### src/rtl/dispatch_queue.sv
// dispatch_queue: circular FIFO between rename and the issue queues, WIDTH slots in and out per cycle.
module dispatch_queue #(
  parameter int DEPTH = 8,
  parameter int WIDTH = 2,
  parameter int ENTRY_W = 96,
  parameter int NTYPE = 4,
  localparam int TYPE_W = $clog2(NTYPE)
) (
  input  logic                       clk,
  input  logic                       resetn,
  input  logic                       flush,
  input  logic [WIDTH-1:0]           in_valid,
  input  logic [WIDTH*ENTRY_W-1:0]   in_entry,
  input  logic [WIDTH*TYPE_W-1:0]    in_type,
  output logic                       in_ready,
  output logic [WIDTH-1:0]           out_valid,
  output logic [WIDTH*ENTRY_W-1:0]   out_entry,
  output logic [WIDTH*TYPE_W-1:0]    out_type,
  input  logic [NTYPE-1:0]           iq_full
);
  localparam int PW = $clog2(DEPTH);
  localparam int CW = PW + 1;
  logic [ENTRY_W-1:0] mem_entry [DEPTH];
  logic [TYPE_W-1:0]  mem_type [DEPTH];
  logic [PW-1:0]      head, tail;
  logic [CW-1:0]      count, n_in, n_out, n_req;
  logic               go;
  assign in_ready = count <= CW'(DEPTH - WIDTH);
  always_comb begin
    n_req = '0;
    for (int k = 0; k < WIDTH; k++) n_req = n_req + CW'(in_valid[k]);
    n_in = in_ready ? n_req : '0;
  end
  // Slots drain strictly in order: the first blocked slot holds back every younger one.
  always_comb begin
    go = 1'b1;
    n_out = '0;
    out_valid = '0;
    out_entry = '0;
    out_type = '0;
    for (int k = 0; k < WIDTH; k++) begin
      out_entry[k*ENTRY_W +: ENTRY_W] = mem_entry[head + PW'(k)];
      out_type[k*TYPE_W +: TYPE_W] = mem_type[head + PW'(k)];
      go = go && (CW'(k) < count) && !iq_full[mem_type[head + PW'(k)]];
      out_valid[k] = go;
      n_out = n_out + CW'(go);
    end
  end
  always_ff @(posedge clk) begin
    if (!resetn || flush) begin
      head <= '0;
      tail <= '0;
      count <= '0;
    end else begin
      head <= head + PW'(n_out);
      tail <= tail + PW'(n_in);
      count <= count + n_in - n_out;
    end
  end
  always_ff @(posedge clk) begin
    for (int k = 0; k < WIDTH; k++)
      if (in_ready && in_valid[k]) begin
        mem_entry[tail + PW'(k)] <= in_entry[k*ENTRY_W +: ENTRY_W];
        mem_type[tail + PW'(k)] <= in_type[k*TYPE_W +: TYPE_W];
      end
  end
endmodule
### config.mk
export PLATFORM = sky130hd
export DESIGN_NAME = dispatch_queue
export DESIGN_NICKNAME = d
export VERILOG_FILES = /design/src/rtl/dispatch_queue.sv
export SDC_FILE = /design/constraint.sdc
export NUM_CORES = 2
export LEC_CHECK = 0
export CAP_MARGIN = 20
export CORE_ASPECT_RATIO = 0.5
export CORE_MARGIN = 2
export CORE_UTILIZATION = 55
export DETAILED_ROUTE_END_ITERATION = 8
export PLACE_DENSITY_LB_ADDON = 0.08
export RECOVER_POWER = 50
export SYNTH_ARGS = -nofsm -noshare
export SYNTH_HDL_FRONTEND = slang
export SYNTH_SLANG_ARGS = --single-unit
### constraint.sdc
create_clock -name clk -period 29.7 [get_ports clk]
set_input_delay 4.455 -clock clk [delete_from_list [all_inputs] [get_ports clk]]
set_output_delay 4.455 -clock clk [all_outputs]
set_load 0.02 [all_outputs]
==> metrics.yaml <==
seq_area_frac_synth: 0.523
ir_worst_vdd_v: 0.000103
tns_ns: 0
fillers: 5793
crit_arrival_ns: 15.06
clock.fmax_ghz: 0.0678
cts_setup_buffers: 0
yosysTopAreaCell: "edfxtp_1"
cpMaxStageDelayCell: "o21ai_0"
violations: "capacitance limit, slew limit"
cts_buffers: 75
synth_area_um2: 45400
syn2layout_area_growth_pct: 15.8
synth_top_family_by_area: "multiplexers"
ys_types: 40
yosys_warnings: 0
fin_nets: 3016
crit_fanout: 68
final_util: 0.644
synth_compound_area_frac: 0.00251
p_per_area_nw_per_um2: 78.4
grt_pass1_vias: 27200
rr_startpoint: "count[2]"
cts_sinks: 794
fin_crit_ns: 14.74
critPathBufInv: 3
run_status: "finished with violations"
regToRegEndpoint: "mem_entry[4][32]"
multi_input_area_um2: 20600
path_depth: 6
path_clk_slew_ns: 0.06
register_area_um2: 23800
layout_common_cells: "mux2_2, edfxtp_1, clkdlybuf4s50_1"
hold_depth: 2
vias: 26100
drc: 0
final_common_cell: "mux2_2"
routed_wl_mm: 123
netlist_instances: 2456
overflow: 0
rows: 74
slowest_delay_ns: 5.01
cp-start-kind: "primary input"
relSlewSlack: -2.32
total_leakage_power_nw: 16.3
ys_seq_elements: 794
synth_top_area_share: 0.519
grt_pass1_wl_mm: 181
holdCritStartpoint: "count[0]"
synthAdderAreaFrac: 0.00507
routedWlPerCell_um: 31.1
min_path_type: "register to register"
rrSetupSlack_ns: 18.57
setup_ws_ns: 14.96
path_cells: "dlygate4sd3_1, and3_1, nand2_1, o21ai_0, buf_4, buf_4"
htreeDepth: 3
worstMarginPinSlew_ns: 4.98
synth_area_leaders: "edfxtp_1, mux2_2, mux4_2"
insertion_delay_ns: 0.67
core_um2: 81700
grt_max_degree: 143
holdPathEnd: "count[0]"
cts_tree: "built"
pre_cts_slack_ns: 18.94
required_ns: 30.01
slew_violations: 914
finalHoldViolCount: 0
die_h_um: 207
avgSynthCellArea_um2: 18.5
final.setup_skew_ns: 0.0255
first_iter_violations: 2262
root_buffer: "clkbuf_16"
fin_crit_sh: 0.496
postRouteAntennaNets: 0
portBuffers: 403
synth_fp_nets: 2677
io_pins: 404
worstSetupEndpointType: "register"
crit_family: "compound AO/OA/AOI/OAI gates"
drive_above_1_share: 0.534
routabilityCongestion: 0.818
cpMostUsedCell: "buf_4"
cts_hold_buf: 0
start_util: 0.556
final-setup-viol-count: 0
hpwl_mm: 67.9
die_w_um: 410
cap_viol_max_count: 25
viasPerCell: 6.57
clk_path_buf_depth: 3
antenna_found_initial: 13
synthXorXnorAreaFrac: 0.00135
grt.total_usage: 0.291
dr.pass1.iters: 5
cts_resized: 0
critPathKind: "primary input to register"
die-area_um2: 85000
reg2reg_depth: 7
rsz0062_at_grt: "no"
muxShareOfSynthArea: 0.439
synthSimpleGateAreaFrac: 0.00477
[through the flow]
step / cells / hold WS (ns) / cell area, µm² / power, W
final: 3965 / 0.626 / 52600 / 0.00412
after global routing: 3962 / 0.661 / 52600 / 0.00428
after CTS: 3953 / 0.636 / 52800 / 0.00415
after detailed placement: 3818 / 0.620 / 50400 / 0.00317
after global placement: 3815 / 0.614 / 50300 / 0.00315
after floorplan: 2456 / 0.574 / 45400 / 0.00256
[sequential cells by signal (all words and copies together) (netlist names)]
| register | cells |
|---|---|
| mem_entry | 768 |
| mem_type | 16 |
| count | 4 |
| head | 3 |
| tail | 3 |
[cell type report]
type,count,share of cell area
clock buffer,89,0.0375
inverter,12,0.000856
timing repair buffer,456,0.0835
multi-input combinational,1456,0.392
tap,1102,0.0262
clock inverter,46,0.00816
sequential,794,0.452
antenna,10,0.000476
[cell usage after synthesis, drive strengths merged]
library cell and instances:
mux2 981, edfxtp 784, mux4 392, buf 151, clkbuf 43, ha 12, inv 12, nand2 12
nor2 12, dfxtp 10, mux2i 6, and2 4, fa 4, xor2 4, and3 3, nand2b 3
o21ai 3, xnor2 3, a21oi 2, nand3 2, o21bai 2, o22ai 2, o31ai 2, a211o 1
a21o 1, a31oi 1, and3b 1, nand3b 1, nor2b 1, o2111ai 1
[kinds of logic (layout without fill, tap and decap cells)]
group	Yosys count	count (layout)
buffers and inverters	206	603
other	0	10
DFF	794	794
xor gates and xnor gates	7	7
AOI/OAI and AO/OA	15	15
muxes	1379	1379
and+or+nand+nor	39	39
adders and majority gates	16	16
[worst max path at each step]
stage | start | end | slack [ns]
after floorplan | in_valid[0] | mem_entry[0][0] | 17.21
after global placement | iq_full[0] | out_valid[1] | 18.96
after detailed placement | iq_full[0] | out_valid[1] | 18.94
after CTS | iq_full[0] | out_valid[1] | 18.93
after global routing | in_valid[1] | mem_entry[4][32] | 14.60
final | in_valid[1] | mem_entry[4][32] | 14.96
[power by group]
group | internal (W) | switching, W
clock | 0.000538 | 0.000442
sequential | 0.00137 | 0.0000599
combinational | 0.000898 | 0.000818
[layer usage]
layer	wire length [µm]	part of all wire	vias up	GRT usage
li1	-	-	11000	-
met1	51100	0.41	13900	0.407
met2	60600	0.49	924	0.475
met3	8350	0.068	187	0.0520
met4	3010	0.024	8	0.0785
met5	45	0.00037	-	0
[worst register-to-register path, cell delays in order (launching register included)]
cell and delay [ns]:
dfxtp_1 0.40, ha_1 0.22, a31oi_4 0.14, and3_1 0.23, nand2_1 3.27, o21ai_0 5.13, buf_4 0.95, buf_4 0.44
Power figures use the tool's default switching activity.
